## src/rtl/pattern_frame_tx_if.sv

```systemverilog
// Word handshake between an upstream producer
// and the serial frame transmitter.
interface pattern_frame_tx_if #(
  parameter int DATA_W = 8
);
  logic [DATA_W-1:0] data_in;
  logic              data_valid;
  logic              data_ready;

  modport master (
    output data_in,
    output data_valid,
    input  data_ready
  );

  modport slave (
    input  data_in,
    input  data_valid,
    output data_ready
  );
endinterface

```

## src/rtl/pattern_frame_tx.sv

```systemverilog
// Bit-serial framer: sync preamble, then an
// MSB-first payload, then forced-0 gap bits.
module pattern_frame_tx #(
  parameter int             DATA_W   = 8,
  parameter int             PRE_W    = 6,
  parameter logic [PRE_W-1:0] PREAMBLE = 6'b110101,
  parameter int             GAP      = 1
) (
  input  logic clk,
  input  logic rest,
  pattern_frame_tx_if.slave bus,
  output logic out,
  output logic busy,
  output logic frame_start,
  output logic frame_done
);

  localparam int MX0 = (PRE_W > DATA_W) ? PRE_W : DATA_W;
  localparam int MX1 = (MX0 > GAP) ? MX0 : GAP;
  localparam int MX  = (MX1 > 2) ? MX1 : 2;
  localparam int CW  = $clog2(MX);

  typedef enum logic [1:0] {
    S_IDLE,
    S_PRE,
    S_DATA,
    S_GAP
  } state_t;

  state_t            state, nstate;
  logic [CW-1:0]     cnt, ncnt;
  logic [DATA_W-1:0] shift, nshift;
  logic              accept;
  logic              out_d, start_d, done_d;

  assign bus.data_ready = (state == S_IDLE) & ~rest;
  assign accept = bus.data_valid & bus.data_ready;

  always_comb begin
    nstate = state;
    ncnt   = cnt;
    nshift = shift;
    case (state)
      S_IDLE: begin
        if (accept) begin
          nstate = S_PRE;
          ncnt   = CW'(PRE_W - 1);
          nshift = bus.data_in;
        end
      end
      S_PRE: begin
        if (cnt == '0) begin
          nstate = S_DATA;
          ncnt   = CW'(DATA_W - 1);
        end else begin
          ncnt = cnt - 1'b1;
        end
      end
      S_DATA: begin
        nshift = shift << 1;
        if (cnt == '0) begin
          if (GAP > 0) begin
            nstate = S_GAP;
            ncnt   = CW'((GAP > 0) ? GAP - 1 : 0);
          end else begin
            nstate = S_IDLE;
            ncnt   = '0;
          end
        end else begin
          ncnt = cnt - 1'b1;
        end
      end
      S_GAP: begin
        if (cnt == '0) begin
          nstate = S_IDLE;
          ncnt   = '0;
        end else begin
          ncnt = cnt - 1'b1;
        end
      end
      default: begin
        nstate = S_IDLE;
        ncnt   = '0;
      end
    endcase
  end

  // Outputs are decoded from the next state so they land in a register
  always_comb begin
    out_d = 1'b0;
    case (nstate)
      S_PRE:   out_d = PREAMBLE[ncnt];
      S_DATA:  out_d = nshift[DATA_W-1];
      default: out_d = 1'b0;
    endcase
    start_d = (state == S_IDLE) && (nstate == S_PRE);
    done_d  = (nstate == S_DATA) && (ncnt == '0);
  end

  always_ff @(posedge clk or posedge rest) begin
    if (rest) begin
      state       <= S_IDLE;
      cnt         <= '0;
      shift       <= '0;
      out         <= 1'b0;
      busy        <= 1'b0;
      frame_start <= 1'b0;
      frame_done  <= 1'b0;
    end else begin
      state       <= nstate;
      cnt         <= ncnt;
      shift       <= nshift;
      out         <= out_d;
      busy        <= (nstate != S_IDLE);
      frame_start <= start_d;
      frame_done  <= done_d;
    end
  end

endmodule

```

## src/flat_wrapper.sv

```systemverilog
// flat-port wrapper written by rule: the top's interface ports become plain ports
module pattern_frame_tx_flat 
#(
  parameter int             DATA_W   = 8,
  parameter int             PRE_W    = 6,
  parameter logic [PRE_W-1:0] PREAMBLE = 6'b110101,
  parameter int             GAP      = 1
)
  (clk, rest, out, busy, frame_start, frame_done, bus_data_in, bus_data_valid, bus_data_ready);
  pattern_frame_tx_if #(.DATA_W(DATA_W)) bus_i ();
  input  logic clk;
  input  logic rest;
  output logic out;
  output logic busy;
  output logic frame_start;
  output logic frame_done;
  input wire logic [$bits(bus_i.data_in)-1:0] bus_data_in;
  input wire logic [$bits(bus_i.data_valid)-1:0] bus_data_valid;
  output wire logic [$bits(bus_i.data_ready)-1:0] bus_data_ready;
  assign bus_i.data_in = bus_data_in;
  assign bus_i.data_valid = bus_data_valid;
  assign bus_data_ready = bus_i.data_ready;
  pattern_frame_tx #(.DATA_W(DATA_W), .PRE_W(PRE_W), .PREAMBLE(PREAMBLE), .GAP(GAP)) u_core (.clk(clk), .rest(rest), .bus(bus_i), .out(out), .busy(busy), .frame_start(frame_start), .frame_done(frame_done));
endmodule
```

## config.mk

```make
export PLATFORM = sky130hd
export DESIGN_NAME = pattern_frame_tx_flat
export DESIGN_NICKNAME = d
export VERILOG_FILES = /design/src/rtl/pattern_frame_tx_if.sv /design/src/rtl/pattern_frame_tx.sv /design/src/flat_wrapper.sv
export SDC_FILE = /design/constraint.sdc
export NUM_CORES = 1
export LEC_CHECK = 0
export CAP_MARGIN = 20
export CORE_MARGIN = 3
export CORE_UTILIZATION = 40
export DETAILED_ROUTE_END_ITERATION = 7
export GPL_TIMING_DRIVEN = 0
export SYNTH_ARGS = -nofsm -noshare
export SYNTH_HDL_FRONTEND = slang
export SYNTH_SLANG_ARGS = --single-unit
export TNS_END_PERCENT = 50
```

## constraint.sdc

```tcl
create_clock -name clk -period 6.2 [get_ports clk]
set_clock_uncertainty 0.2 [all_clocks]
set_input_delay 0.93 -clock clk [delete_from_list [all_inputs] [get_ports clk]]
set_output_delay 0.93 -clock clk [all_outputs]
set_load 0.02 [all_outputs]
```

==> impl.org, run 1 <==
** Status
- Run status :: finished clean

** Global route
- Initial antenna violation count :: 0
- In the global route stage, met1 resource usage came out at 0.177.
- Summed over all layers, the global routing overflow is 0.
- The global routing stage identified its most utilized layer as met2.
- Number of global-route vias before repair :: 612
- The first global-routing pass estimated 2700 um of wire.
- For met2 alone, demand over resource in global routing was 0.211.
- Global routing usage summed across all routing layers :: 0.139
- Entering global routing, the biggest net connects 18 pins.
- For this run, global-route usage on met3 was measured as 0.0197.

** Timing
- Period Utilization, post-route :: 0.528
- Setup repair after global routing left no endpoint under its margin.
- The final number of max-transition violations came to 0.
- Min Clock Period, post-route :: 3.27 ns
- The final count of hold timing violations came to 0.
- At the pin with the least slew margin, the transition time is 0.624 ns.
- The worst pin sits at a relative slew slack of 0.573.
- Upper clock frequency limit :: 305 MHz
- Summed over all failing endpoints, the final setup total negative slack is 0 ns.
- Setup violations remaining at the end of the flow were counted as 0.

** Min path
- Capture endpoint of the worst hold path :: u_core.shift[6]$_DFFE_PP0P_
- Hold/Removal Path Class :: register to register
- The worst hold path was traced through 2 stages.
- In this run the most critical hold path is launched from u_core.shift[6]$_DFFE_PP0P_.

** Synth
- Ys Warns :: 0
- Fraction of the yosys area taken by sequential cells :: 0.480
- Summing every instance area after synthesis gives 886 um^2.
- The synthesized design contains 17 register bits.
- Summed over all instances, the cell type with the most area after synthesis is dfrtp_1.
- Synthesis produced 87 cells.
- Largest cells by area after synthesis :: dfrtp_1, nand2_1, ha_1, a22oi_1, inv_1
- Top-area cell type share of the netlist area :: 0.480
- Number of distinct library cells after synthesis :: 26
- Dividing the synthesized area by the synthesized cell count gives 10.2 um^2.
- Total nets after synthesis :: 103

** Clock network
- For this design, the sink count on the clock tree is 17.
- Post-CTS timing repair inserted 0 buffers for setup.
- Number of levels the H-tree was split into :: 1
- TritonCTS built the clock tree.
- The number of clock buffers added by TritonCTS is 3.
- In this run, post-CTS repair resized a total of 0 instances.
- The cell sitting at the root of the clock tree is a clkbuf_4.
- The clock passes through at most 2 buffers.
- Clock transition time at the flip-flop clock pins of the worst setup and hold paths :: 0.10 ns
- Clock latency on the worst-skew pair :: 0.29 ns
- CTS Hold Bufs :: 0

** Pwr
- Cell Pwr Density :: 501 mW/mm^2
- Worst voltage drop across the vdd grid :: 0.000270 V
- Standby leakage power :: 0.000519 uW

** Worst setup path
- In this run the critical register-to-register path is captured at u_core.frame_done$_DFF_PP0_.
- WP data required :: 5.07 ns
- By startpoint and endpoint, the worst setup path is classified as input pin to output pin.
- STA classifies the critical path startpoint as an input pin.
- Critical R2R Launch :: u_core.cnt[0]$_DFF_PP0_
- Cells on worst reg2reg path :: 8
- Max FO, Critical Path :: 3
- Data on the critical path arrives at its endpoint at 2.14 ns.
- STA classifies the critical path endpoint as an output pin.
- Worst setup slack for register-to-register paths :: 3.68 ns

** Finish
- Number of cells in the finished layout apart from fillers :: 133
- Relative to the synthesized area, the layout overhead comes to 23.7%.
- 0 antenna diodes ended up in the layout.
- Share of final-layout standard cells stronger than drive strength 1 :: 0.123
- Final-stage net count :: 123

** Drt
- Detailed router's first-iteration violation count :: 8
- Residual antenna-violating net count after detailed routing :: 0
- Total via count in the routed design :: 645
- For this run, the detailed router's first-pass iteration total came to 2.
- Via density per instance :: 4.85
- For this run, design rule violations remaining after detail routing come to 0.
- The routed design has 1580 um of wire.
- DR WL/cell :: 11.8 um

** Place
- Input and output buffers added on the ports amount to 15.
- Final weighted congestion of routability-driven global placement :: 0.786
- Once placement completed, the tool counted placed cells totaling 129.
- Post-detailed-placement half-perimeter wirelength :: 1150 um

** Floorplanning
- The die is 53.1 um tall.
- Pin placement for this block handled 16 I/O pins.
- For this configuration, the core starts out at a cell density of 0.438.
- The floorplan step defined a die boundary enclosing 0.00282 mm^2.
- Die width :: 53.1 um
- Number of placement rows :: 16
- Core outline area :: 0.00202 mm^2

** Job
- The tool flagged a number of max-cap violations equal to 0.
[worst max-delay path, cell delays in order]
cell,delay (ns)
clkdlybuf4s50_1,0.48
nor2_1,0.13
clkdlybuf4s50_1,0.60
[logic make-up after synthesis]
logic type | count (synthesis) | share of synthesized area
flip-flops | 17 | 0.480
AND/OR/NAND/NOR | 30 | 0.174
buffers and inverters | 14 | 0.0777
XOR/XNOR | 1 | 0.00989
AO/OA/AOI/OAI | 19 | 0.177
adder cells (fa/ha/maj) | 5 | 0.0706
multiplexers | 1 | 0.0113
[state kept, by name, summed over array words and instances (netlist names)]
| signal | cells |
|---|---|
| u_core.busy | 1 |
| u_core.cnt | 3 |
| u_core.frame_done | 1 |
| u_core.frame_start | 1 |
| u_core.out | 1 |
| u_core.shift | 8 |
| u_core.state | 2 |
[metrics by stage]
| step | area [um^2] | worst slack (ns) | utilization | total power (uW) | hold slack (ns) |
|---|---|---|---|---|---|
| 2_1_floorplan | 886 | 3.85 | - | 416 | 0.247 |
| 3_3_place_gp | 1070 | 2.94 | 0.529 | 486 | 0.263 |
| 3_5_place_dp | 1070 | 2.92 | 0.529 | 495 | 0.264 |
| 4_1_cts | 1100 | 2.92 | 0.542 | 556 | 0.288 |
| 5_1_grt | 1100 | 2.88 | 0.542 | 602 | 0.305 |
| 6_report | 1100 | 2.93 | 0.542 | 549 | 0.284 |
[power breakdown]
part	switching (uW)	total (uW)	internal (uW)
sequential	26.7	189	162
combinational	169	301	132
clock	34.2	59.2	25.0
[synthesized netlist by cell type]
cell type,n
a22oi_1,7
nor2_1,5
or2_4,1
a2111oi_0,2
o221ai_2,1
a31oi_1,1
a21boi_2,1
buf_4,2
mux2i_1,1
nand2_1,18
buf_6,1
inv_1,10
ha_1,5
o31ai_1,1
nand2b_1,1
a211o_1,1
nor2b_1,2
and4b_1,1
buf_2,1
nor2_2,1
a211oi_1,2
xor2_1,1
o21ai_0,2
nor4b_4,1
dfrtp_1,17
o22ai_2,1
[layout by cell type, fill, tap and decap left out, types with 2 or more instances in the layout]
cell              n
a2111oi_0         2
clkdlybuf4s50_1  15
nand2_1          18
dfrtp_1          17
nor2_1            5
inv_1            10
nor2b_1           2
clkbuf_4          3
buf_4             2
ha_1              5
a22oi_1           7
o21ai_0           2
a211oi_1          2
[worst max-delay path by stage]
stage,startpoint,end
after floorplan,rest,bus_data_ready
after global placement,rest,bus_data_ready
after detailed placement,rest,bus_data_ready
after CTS,rest,bus_data_ready
after global routing,rest,bus_data_ready
final,rest,bus_data_ready
[layout make-up]
type,instances,area (um^2)
clock buffers,4,26.3
inverters,10,37.5
fillers,182,926
plain buffers,4,31.3
repair buffers,15,150
multi-input cells,56,392
well taps,27,33.8
flip-flops and latches,17,425
[per-layer routing]
layer  part of all wire  vias to the layer above
met3              0.039                        4
met2               0.46                       12
li1                   -                      333
met4              0.023                        0
met1               0.47                      296
met5                  0                        -
(Power assumes the default switching activity.)
==> run 2: changes to the inputs <==
Clock period 6.2 ns to 3.2 ns, I/O delays scaled along.
==> results of run 2 <==
The final DEF is identical to that of run 1. Status: finished clean.
Main changes from that run: setup slack after placement 2.92 ns -> 0.575 ns; setup slack after layout 2.93 ns -> 0.683 ns; start point of the critical path rest -> u_core.cnt[0]$_DFF_PP0_; end point of the critical path bus_data_ready -> u_core.frame_done$_DFF_PP0_; register-to-register setup slack 3.68 ns -> 0.68 ns; total power 549 uW -> 1060 uW; worst IR drop on VDD 0.000270 V -> 0.000524 V
==> run 3: changes to the inputs <==
Clock period 3.2 ns to 2.5 ns, I/O delays scaled along.
==> run 3 against run 2 <==
Against the previous run:
- clock-buffer cell count stayed put
- largest cell class unchanged
- register-to-register slack worse by 0.44 ns
- via count is 1.7% higher
- die area stayed put
==> impl.org, run 3 (same netlist as run 1, synthesis figures left out) <==
** Status
- Run status: finished clean (unchanged).

** Worst setup path
- Delay of the slowest cell on the worst path :: 0.60 ns (was 0.43 ns)
- The required time of the critical path was 1.92 ns (was 3.23 ns).
- Data arrival time of the critical path :: 1.78 ns (was 2.54 ns)
- The cell type of the slowest stage on the worst timing path is clkdlybuf4s50_1 (was dfrtp_1).
- The cell family contributing the most delay on the critical path is buffers and inverters (was compound AO/OA/AOI/OAI gates).
- Worst Setup End Kind :: output pin (was register)
- Buffers & Inverters on Critical Path :: 2 (was 1)
- Max FO, Critical Path :: 9 (was 6)
- Critical-path cell list: buf_6 -> or2_4 -> nor2_1 -> clkdlybuf4s50_1 (was nor2_1 -> ha_1 -> nor2b_1 -> a211oi_1 -> ha_1 -> inv_1 -> a2111oi_0 -> and4b_1).
- The category of the most critical setup path is register to output pin (was register to register).
- The type of origin of the critical path was a register (unchanged).

** Floorplanning
- The number of cell rows is 16 (unchanged).
- The initial core utilization came to 0.438 (unchanged).
- Core outline area :: 0.00202 mm^2 (unchanged)
- Die boundary height :: 53.1 um (unchanged)
- Die width :: 53.1 um (unchanged)
- The I/O pin count is 16 (unchanged).
- Die Footprint :: 0.00282 mm^2 (unchanged)

** Finish
- Multi-input gate area :: 400 um^2 (was 392 um^2)
- Top Registers :: u_core.shift (8), u_core.cnt (3), u_core.state (2) (unchanged)
- Share of final-layout standard cells stronger than drive strength 1 :: 0.150 (was 0.123)
- Final-stage net count :: 124 (was 123)
- Largest register FFs :: 8 (unchanged)
- Most used cells in the layout excluding fill and tap cells :: nand2_1, dfrtp_1, clkdlybuf4s50_1, inv_1, a22oi_1 (unchanged)
- Reg with most FFs :: u_core.shift (unchanged)
- The area taken by flip-flops and latches came to 425 um^2 (unchanged).
- The number of antenna diodes was 0 (unchanged).
- The relative area change from synthesis to final layout came to 25.6% (was 23.7%).
- Number of filler instances in the final layout :: 183 (was 182)
- The most frequent standard cell in the layout excluding fill and tap cells is nand2_1 (unchanged).

** Clock network
- The TritonCTS clock tree is done (unchanged).
- The H-tree level count came to 1 (unchanged).
- Clock buffer count from CTS :: 3 (unchanged)
- The cell chosen for the clock root is clkbuf_4 (unchanged).
- Maximum clock path buffer count :: 2 (unchanged)
- The insertion delay to the later sink of the worst-skew pair is 0.29 ns (about the same).
- The CTS clock-pin slew for the worst setup and hold paths was 0.10 ns (about the same).
- Num Clock Sinks :: 17 (unchanged)

** Min path
- The kind of path behind the tightest hold check is register to register (unchanged).

** Pwr
- The leakage dissipation came to 0.000523 uW (was 0.000519 uW).
- Post-layout total power :: 1400 uW (was 1060 uW)
- The power density over cell area came to 1260 mW/mm^2 (was 970 mW/mm^2).
- Worst voltage drop across the vdd grid :: 0.000658 V (was 0.000524 V)

** Timing
- Total count of hold-check failures in the final report :: 0 (unchanged)
- Post-route setup TNS :: 0 ns (unchanged)
- Worst Hold Margin :: 0.285 ns (was 0.284 ns)
- Final setup viols :: 0 (unchanged)
- Dividing the final minimum period by the clock period gives 0.943.
- Final count of pins violating max slew :: 0 (unchanged)
- Headroom to the max-slew limit :: 0.534 (was 0.573)
- Min Clock Period, post-route :: 2.36 ns
- The smallest setup slack after layout was 0.143 ns (was 0.683 ns).
- Transition at the pin with the smallest max-transition slack :: 0.681 ns (was 0.624 ns)
- Based on the critical path, the design can be clocked at up to 424 MHz.
- Unrepaired setup endpoints after global routing :: false (unchanged)

** Drt
- Drt drc :: 0 (unchanged)
- The wire length after detailed routing is 1630 um (was 1580 um).
- The mean routed wirelength per cell was 12.1 um (was 11.8 um).
- The initial detailed-routing violation count was 13 (was 8).
- The number of iterations in the first detailed-routing pass is 4 (was 2).
- Via density per instance :: 4.90 (was 4.85)
- Total via count in the routed design :: 656 (was 645)
- Residual antenna-violating net count after detailed routing :: 0 (unchanged)

** Global route
- The largest net degree at the start of global routing was 18 (unchanged).
- Global-route wire length before repair :: 2730 um (was 2700 um)
- The number of global-route vias before repair was 619 (was 612).
- Initial antenna violation count :: 0 (unchanged)
- The total track usage was 0.140 (was 0.139).
- The sum of overflow across all layers after global routing was 0 (unchanged).

** Place
- The worst setup slack after placement was -0.0197 ns (was 0.575 ns).
- The global placement routability congestion was 0.786 (unchanged).
- The placed wire-length estimate after detailed placement is 1150 um (unchanged).
- The count of port buffers added during placement is 15 (unchanged).

** Job
- The number of max-capacitance violations reported came to 0 (unchanged).
[run 3: changes by cell type in the layout (fill, tap and decap cells not counted), sizes merged]
cell	before	now
buf	4	5
[run 3: stage by stage]
stage | util | instance area (um^2) | std cells
after global routing | 0.550 | 1110 | 134
after global placement | 0.529 | 1070 | 129
after CTS | 0.545 | 1100 | 133
after detailed placement | 0.529 | 1070 | 129
final | 0.550 | 1110 | 134
after floorplan | - | 886 | 87
[run 3: metal layers]
| layer | track usage | routed length, um |
|---|---|---|
| met4 | 0.102 | 48 |
| met1 | 0.177 | 735 |
| met3 | 0.0197 | 70 |
| met2 | 0.215 | 770 |
| met5 | 0 | 0 |
[run 3: repair_timing]
item,4_1_cts,5_1_grt
pin swaps,0,1
hold buffers,0,0
endpoints found under the setup margin,1,1
buffers inserted,0,1
gates resized for setup,1,2
[run 3: area by class of cell]
| cell class | instances | share of cell area |
|---|---|---|
| plain buffers | 4 | 0.0281 |
| inverters | 10 | 0.0337 |
| flip-flops and latches | 17 | 0.382 |
| well taps | 27 | 0.0304 |
| repair buffers | 16 | 0.142 |
| clock buffers | 4 | 0.0236 |
| multi-input cells | 56 | 0.360 |
[run 3: final timing paths]
kind,start,to,slack [ns],depth (start not counted)
max,u_core.state[0]$_DFF_PP0_,bus_data_ready,0.14,4
min,u_core.shift[6]$_DFFE_PP0P_,u_core.shift[6]$_DFFE_PP0P_,0.28,2
max reg2reg,u_core.cnt[0]$_DFF_PP0_,u_core.frame_done$_DFF_PP0_,0.24,9
min reg2reg,u_core.shift[6]$_DFFE_PP0P_,u_core.shift[6]$_DFFE_PP0P_,0.28,2
max in group asynchronous,rest,u_core.cnt[2]$_DFF_PP0_,1.31,2
min in group asynchronous,rest,u_core.cnt[1]$_DFF_PP0_,0.38,2
[run 3: worst reg2reg max path, stage by stage, from the launching register on]
cell,delay [ns]
dfrtp_1,0.43
nor2_1,0.21
ha_2,0.29
nand2_1,0.08
xor2_1,0.17
inv_1,0.09
ha_1,0.17
inv_1,0.05
a2111oi_1,0.27
and4b_1,0.24
[run 3: power breakdown]
part,internal [uW],switching [uW]
Sequential,402,65.9
Combinational,350,437
Clock,62.2,87.0
Total,814,590
